## src/rtl/uart_pkg.sv

```systemverilog
// Shared UART definitions: receiver/transmitter state encoding, parity
// selectors and the 3-sample majority helper.
package uart_pkg;

   typedef enum logic [2:0] {
      IDLE   = 3'd0,
      START  = 3'd1,
      DATA   = 3'd2,
      PARITY = 3'd3,
      STOP   = 3'd4,
      BREAK  = 3'd5
   } uart_state_e;

   localparam int PARITY_EVEN = 0;
   localparam int PARITY_ODD  = 1;

   function automatic logic maj3(input logic a, input logic b, input logic c);
      return (a & b) | (a & c) | (b & c);
   endfunction

endpackage

```

## src/rtl/uart_rx_sampler.sv

```systemverilog
// rx synchroniser and mid-bit majority voter. The first two samples are
// registered; the third is the live synchronised input, so bit_val is valid
// on the tick where cnt sits at the decision point.
module uart_rx_sampler
   import uart_pkg::*;
#(
   parameter int OSR = 16,
   parameter int CW  = $clog2(OSR)
) (
   input  logic          clk,
   input  logic          rst_n,
   input  logic          baud_tick2,
   input  logic          rx,
   input  logic [CW-1:0] cnt,
   output logic          rx_s,
   output logic          bit_val
);

   localparam logic [CW-1:0] C_S0 = CW'(OSR/2 - 1);
   localparam logic [CW-1:0] C_S1 = CW'(OSR/2);

   logic [1:0] sync_d, sync_q;
   logic       s0_d, s0_q, s1_d, s1_q;

   // shift rx through the synchroniser, capture the two early samples
   always_comb begin
      sync_d = {sync_q[0], rx};
      s0_d   = s0_q;
      s1_d   = s1_q;
      if (baud_tick2 && cnt == C_S0) s0_d = sync_q[1];
      if (baud_tick2 && cnt == C_S1) s1_d = sync_q[1];
   end

   // sampler registers; synchroniser resets to the idle-high line level
   always_ff @(posedge clk or negedge rst_n) begin
      if (!rst_n) begin
         sync_q <= 2'b11;
         s0_q   <= 1'b0;
         s1_q   <= 1'b0;
      end else begin
         sync_q <= sync_d;
         s0_q   <= s0_d;
         s1_q   <= s1_d;
      end
   end

   assign rx_s    = sync_q[1];
   assign bit_val = maj3(s0_q, s1_q, sync_q[1]);

endmodule

```

## src/rtl/uart_rx_cfg.sv

```systemverilog
// Configurable UART receiver: frame FSM, bit timing, shift register and the
// ready / error flag bookkeeping. Everything advances on baud_tick2 except
// the rdy_clr handling, which acts on any clock.
module uart_rx_cfg
   import uart_pkg::*;
#(
   parameter int DATA_BITS   = 8,
   parameter int PARITY_EN   = 1,
   parameter int PARITY_TYPE = 0,
   parameter int STOP_BITS   = 1,
   parameter int OSR         = 16
) (
   input  logic                 clk,
   input  logic                 rst_n,
   input  logic                 baud_tick2,
   input  logic                 rx,
   input  logic                 rdy_clr,
   output logic [DATA_BITS-1:0] data_out,
   output logic                 rdy,
   output logic                 parity_error,
   output logic                 framing_error,
   output logic                 break_det,
   output logic                 overrun_error,
   output logic                 busy
);

   localparam int CW = $clog2(OSR);
   localparam int BW = $clog2(DATA_BITS);
   localparam logic [CW-1:0] C_MID = CW'(OSR/2 + 1);
   localparam logic [CW-1:0] C_END = CW'(OSR - 1);
   localparam logic [BW-1:0] LAST_BIT  = BW'(DATA_BITS - 1);
   localparam logic          LAST_STOP = (STOP_BITS == 2);
   localparam logic          ODD       = (PARITY_TYPE == PARITY_ODD);

   uart_state_e          state_d, state_q;
   logic [CW-1:0]        cnt_d, cnt_q;
   logic [BW-1:0]        bit_idx_d, bit_idx_q;
   logic                 stop_idx_d, stop_idx_q;
   logic [DATA_BITS-1:0] shift_d, shift_q, data_d, data_q;
   logic                 par_d, par_q, fe_acc_d, fe_acc_q;
   logic                 rdy_d, rdy_q, pe_d, pe_q, fe_d, fe_q;
   logic                 brk_d, brk_q, ovr_d, ovr_q, busy_d, busy_q;
   logic                 rx_s, bit_val, mid, last;
   logic                 done, f_pe, f_fe, f_brk;

   uart_rx_sampler #(.OSR(OSR), .CW(CW)) u_sampler (
      .clk        (clk),
      .rst_n      (rst_n),
      .baud_tick2 (baud_tick2),
      .rx         (rx),
      .cnt        (cnt_q),
      .rx_s       (rx_s),
      .bit_val    (bit_val)
   );

   assign mid  = (cnt_q == C_MID);
   assign last = (cnt_q == C_END);

   // frame FSM, bit timing and completion / flag next-state
   always_comb begin
      state_d    = state_q;
      cnt_d      = cnt_q;
      bit_idx_d  = bit_idx_q;
      stop_idx_d = stop_idx_q;
      shift_d    = shift_q;
      par_d      = par_q;
      fe_acc_d   = fe_acc_q;
      data_d     = data_q;
      rdy_d      = rdy_q;
      pe_d       = pe_q;
      fe_d       = fe_q;
      brk_d      = brk_q;
      ovr_d      = ovr_q;
      done       = 1'b0;
      f_pe       = (PARITY_EN != 0) && ((^shift_q ^ par_q) != ODD);
      f_fe       = fe_acc_q | ~bit_val;
      f_brk      = (shift_q == '0) && !par_q && !bit_val;
      if (baud_tick2) begin
         cnt_d = cnt_q + 1'b1;
         case (state_q)
            IDLE: begin
               cnt_d = '0;
               if (!rx_s) begin
                  state_d = START;
                  cnt_d   = CW'(1);
               end
            end
            START: begin
               if (mid && bit_val) begin
                  state_d = IDLE;
                  cnt_d   = '0;
               end else if (last) begin
                  state_d   = DATA;
                  cnt_d     = '0;
                  bit_idx_d = '0;
               end
            end
            DATA: begin
               if (mid) shift_d[bit_idx_q] = bit_val;
               if (last) begin
                  cnt_d = '0;
                  if (bit_idx_q == LAST_BIT) begin
                     state_d    = (PARITY_EN != 0) ? PARITY : STOP;
                     stop_idx_d = 1'b0;
                     fe_acc_d   = 1'b0;
                  end else begin
                     bit_idx_d = bit_idx_q + 1'b1;
                  end
               end
            end
            PARITY: begin
               if (mid) par_d = bit_val;
               if (last) begin
                  state_d    = STOP;
                  cnt_d      = '0;
                  stop_idx_d = 1'b0;
                  fe_acc_d   = 1'b0;
               end
            end
            STOP: begin
               // final stop completes at its decision point so the next
               // start edge can be caught without waiting out the bit
               if (mid && stop_idx_q == LAST_STOP) begin
                  done    = 1'b1;
                  state_d = f_brk ? BREAK : IDLE;
                  cnt_d   = '0;
               end else begin
                  if (mid && !bit_val) fe_acc_d = 1'b1;
                  if (last) begin
                     cnt_d      = '0;
                     stop_idx_d = 1'b1;
                  end
               end
            end
            BREAK: begin
               cnt_d = '0;
               if (rx_s) state_d = IDLE;
            end
            default: begin
               state_d = IDLE;
               cnt_d   = '0;
            end
         endcase
      end
      if (rdy_clr) begin
         rdy_d = 1'b0;
         pe_d  = 1'b0;
         fe_d  = 1'b0;
         brk_d = 1'b0;
         ovr_d = 1'b0;
      end
      if (done) begin
         if (!rdy_q || rdy_clr) begin
            data_d = shift_q;
            rdy_d  = 1'b1;
            pe_d   = f_pe;
            fe_d   = f_fe;
            brk_d  = f_brk;
         end else begin
            ovr_d = 1'b1;
         end
      end
      busy_d = (state_d != IDLE);
   end

   // all receiver state and registered outputs
   always_ff @(posedge clk or negedge rst_n) begin
      if (!rst_n) begin
         state_q    <= IDLE;
         cnt_q      <= '0;
         bit_idx_q  <= '0;
         stop_idx_q <= 1'b0;
         shift_q    <= '0;
         par_q      <= 1'b0;
         fe_acc_q   <= 1'b0;
         data_q     <= '0;
         rdy_q      <= 1'b0;
         pe_q       <= 1'b0;
         fe_q       <= 1'b0;
         brk_q      <= 1'b0;
         ovr_q      <= 1'b0;
         busy_q     <= 1'b0;
      end else begin
         state_q    <= state_d;
         cnt_q      <= cnt_d;
         bit_idx_q  <= bit_idx_d;
         stop_idx_q <= stop_idx_d;
         shift_q    <= shift_d;
         par_q      <= par_d;
         fe_acc_q   <= fe_acc_d;
         data_q     <= data_d;
         rdy_q      <= rdy_d;
         pe_q       <= pe_d;
         fe_q       <= fe_d;
         brk_q      <= brk_d;
         ovr_q      <= ovr_d;
         busy_q     <= busy_d;
      end
   end

   assign data_out      = data_q;
   assign rdy           = rdy_q;
   assign parity_error  = pe_q;
   assign framing_error = fe_q;
   assign break_det     = brk_q;
   assign overrun_error = ovr_q;
   assign busy          = busy_q;

endmodule

```

## config.mk

```make
export PLATFORM = sky130hd
export DESIGN_NAME = uart_rx_cfg
export DESIGN_NICKNAME = d
export VERILOG_FILES = /design/src/rtl/uart_pkg.sv /design/src/rtl/uart_rx_sampler.sv /design/src/rtl/uart_rx_cfg.sv
export SDC_FILE = /design/constraint.sdc
export NUM_CORES = 1
export LEC_CHECK = 0
export ABC_AREA = 1
export CORE_ASPECT_RATIO = 1.2
export CORE_MARGIN = 2
export CORE_UTILIZATION = 30
export CTS_CLUSTER_SIZE = 20
export DETAILED_ROUTE_END_ITERATION = 10
export PLACE_DENSITY_LB_ADDON = 0.15
export SLEW_MARGIN = 20
export SYNTH_ARGS = -nofsm -noshare
export SYNTH_HDL_FRONTEND = slang
export SYNTH_SLANG_ARGS = --single-unit
```

## constraint.sdc

```tcl
create_clock -name clk -period 1.9 [get_ports clk]
set_input_delay 0.38 -clock clk [delete_from_list [all_inputs] [get_ports clk]]
set_output_delay 0.38 -clock clk [all_outputs]
set_load 0.01 [all_outputs]
```

==> impl_metrics.csv <==
group,metric,value,unit
sta,fmax,602,MHz
logic_synthesis,synth_xor_xnor_area_share,0.0125,
sta,hold_ws,0.129,ns
sta,drv_slew,0,
drt,num_vias,1747,
global_route,grt_pass1_wl,7900,um
sta,min_period,1.66,ns
worst_hold_path,min_path_type,"in2async",
setup_path,crit_path_end,"break_det$_DFF_PN0_",
global_route,grt_max_degree,40,
sta,finalCritPeriodShare,0.875,
placed_design,place.gp.congestion,0.832,
logic_synthesis,ys_ff_latch,39,
clock_tree,tritoncts,"yes",
sta,finalWorstSetupSlack,0.238,ns
run,maxCapViolations,0,
logic_synthesis,synth_top_area_frac,0.441,
setup_path,rrSetupSlack,0.24,ns
drt,wl,4560,um
logic_synthesis,yosys.area_share.simple,0.296,
clock_tree,htree_levels,2,
clock_tree,cts_resized,0,
finish,syn2layout_area_growth,20.7,%
drt,drc,0,
setup_path,crit_arrival,1.84,ns
setup_path,endpoint_kind,"flip-flop",
logic_synthesis,yosysTopAreaCell,"dfrtp_1",
drt,wire_per_inst,11.7,um
logic_synthesis,synth_compound_area_frac,0.0965,
setup_path,setup.worst_path.class,"reg2reg",
setup_path,critPathRequiredTime,2.08,ns
logic_synthesis,synth_area,0.00210,mm^2
power_and_ir_drop,leakage,1.19,nW
placed_design,place_ws,0.165,ns
clock_tree,clock-sinks,39,
sta,setup_viol,0,
outcome,status,"completed",
clock_tree,clockBufferDepth,2,
floorplan,dieArea,0.00769,mm^2
floorplan,pin_count,19,
setup_path,crit_start,"cnt_q[1]$_DFFE_PN0P_",
setup_path,start_kind,"flip-flop",
sta,slew_headroom,0.655,
logic_synthesis,synthMuxAreaShare,0,
sta,rsz0062_at_grt,"no",
setup_path,critPathMaxFanout,20,
global_route,grt_antenna_before_repair,0,
drt,viasPerCell,4.49,
sta,tightest_slew,0.517,ns
finish,fin_nets,315,
logic_synthesis,synthCells,273,
floorplan,row_count,33,
placed_design,port_buffers,18,
floorplan,die_h,95.6,um
clock_tree,cts_buffers,5,
setup_path,reg2regPathDepth,8,
floorplan,die_x,80.4,um
finish,drive_gt1_frac,0.103,
clock_tree,cts_hold_buffers,0,
logic_synthesis,ys_seq_area_frac,0.466,
global_route,grt_usage,0.133,
finish,n_antenna_cell,0,
placed_design,postPlaceCellArea,0.00242,mm^2
sta,finalHoldViolCount,0,
drt,drt_first_iter_violations,98,
drt,first_pass_iters,4,
clock_tree,clock_latency,0.30,ns
logic_synthesis,ys.warnings.count,0,
clock_tree,root_buffer,"clkbuf_8",
logic_synthesis,synth_top_cells_by_area,"dfrtp_1, nand2_1, nand3_1",
placed_design,dpl.hpwl,3440,um
clock_tree,cts_setup_buffers,0,
floorplan,core_area,0.00681,mm^2
setup_path,r2r_end,"break_det$_DFF_PN0_",
logic_synthesis,yosysUniqueCellTypes,23,
logic_synthesis,synth_top_family_by_area,"simple AND/OR/NAND/NOR gates",
sta,fin_skew,0.0141,ns
power_and_ir_drop,power.total,1.95,mW
drt,ant_nets,0,
clock_tree,clk_pin_slew,0.09,ns
logic_synthesis,syn_nets,287,
global_route,grt_overflow_total,0,
logic_synthesis,synth_area_per_cell,7.69,um^2
floorplan,start_util,0.308,
setup_path,worstReg2RegStart,"cnt_q[1]$_DFFE_PN0P_",
global_route,grt_pass1_vias,1678,
logic_synthesis,synth_adder_area_share,0.0536,
sta,tns,0,ns
power_and_ir_drop,vdd_drop_max,373,uV
finish,stdcell_area,0.00253,mm^2
power_and_ir_drop,powerDensity,771,mW/mm^2
state kept, by name, indices dropped and copies added (netlist names):
register and flops:
data_out 8, shift_q 8, cnt_q 4, bit_idx_q 3, state_q 3, u_sampler.sync_q 2
break_det 1, busy 1, fe_acc_q 1, framing_error 1, overrun_error 1, par_q 1
parity_error 1, rdy 1, stop_idx_q 1, u_sampler.s0_q 1, u_sampler.s1_q 1
layer usage:
layer | track usage | share of wire | wire length, um
met2 | 0.231 | 0.48 | 2210
met5 | 0 | 0 | 0
met1 | 0.164 | 0.48 | 2180
met3 | 0.0284 | 0.024 | 111
met4 | 0.0424 | 0.014 | 64
kinds of logic (layout without fill, tap and decap cells):
| group | Yosys count | count (layout) |
|---|---|---|
| compound gates | 39 | 39 |
| xor+xnor | 3 | 3 |
| fa+ha+maj | 9 | 9 |
| buf+inv | 41 | 70 |
| flops | 39 | 39 |
| simple gates | 142 | 142 |
worst min path at each step:
stage,endpoint,slack (ns),cells after the start
floorplan,bit_idx_q[0]$_DFFE_PN0P_,0.08,0
global placement,u_sampler.sync_q[1]$_DFF_PN1_,0.35,0
detailed placement,u_sampler.sync_q[1]$_DFF_PN1_,0.35,0
CTS,stop_idx_q$_DFFE_PN0P_,0.16,2
global route,stop_idx_q$_DFFE_PN0P_,0.18,2
finish,cnt_q[1]$_DFFE_PN0P_,0.13,2
report_power, final:
group	leakage [nW]	internal (mW)	switching [mW]
Clock	0.0612	0.425	0.313
Combinational	0.609	0.0956	0.170
Sequential	0.521	0.890	0.0592
layout by cell type (no fill, tap or decap), drive strengths merged:
master and count:
a21oi 9, buf 8, bufinv 1, clkbuf 6
clkdlybuf4s50 17, clkinv 2, dfrtp 37, dfstp 2
ha 9, inv 36, nand2 75, nand3 28
nand4 8, nor2 28, nor3 1, o21ai 29
o31ai 1, or2 2, xnor2 3
synth_stat cells:
cell      number
nand2_1       75
dfrtp_1       37
inv_1         30
nand3_1       26
nor2_1        26
o21ai_1       21
a21oi_1        9
ha_1           9
nand4_1        8
o21ai_0        8
inv_2          6
xnor2_1        3
clkbuf_1       2
dfstp_2        2
nand3_2        2
nor2_2         2
buf_2          1
buf_4          1
clkinv_1       1
nor3_4         1
o31ai_2        1
or2_0          1
or2_2          1
critical path: stages (launching register included):
cell and delay (ns):
dfrtp_1 0.42, inv_1 0.10, ha_1 0.18, nand4_1 0.17, nor2_2 0.20, nand3_1 0.09
buf_4 0.21, nand3_1 0.10, o31ai_2 0.06
through the flow:
stage / cells / util
after CTS: 389 / 0.372
after detailed placement: 381 / 0.355
final: 389 / 0.372
after floorplan: 273 / -
after global routing: 389 / 0.372
after global placement: 381 / 0.355
cell type report:
| type | instances | area, um^2 |
|---|---|---|
| clock inverters | 2 | 35.0 |
| fillers | 723 | 4280 |
| repair buffers | 25 | 228 |
| inverters | 37 | 139 |
| flip-flops and latches | 39 | 978 |
| multi-input cells | 193 | 962 |
| clock buffers | 6 | 82.6 |
| well taps | 87 | 109 |
Note: power is estimated with default switching activity, not from simulation.
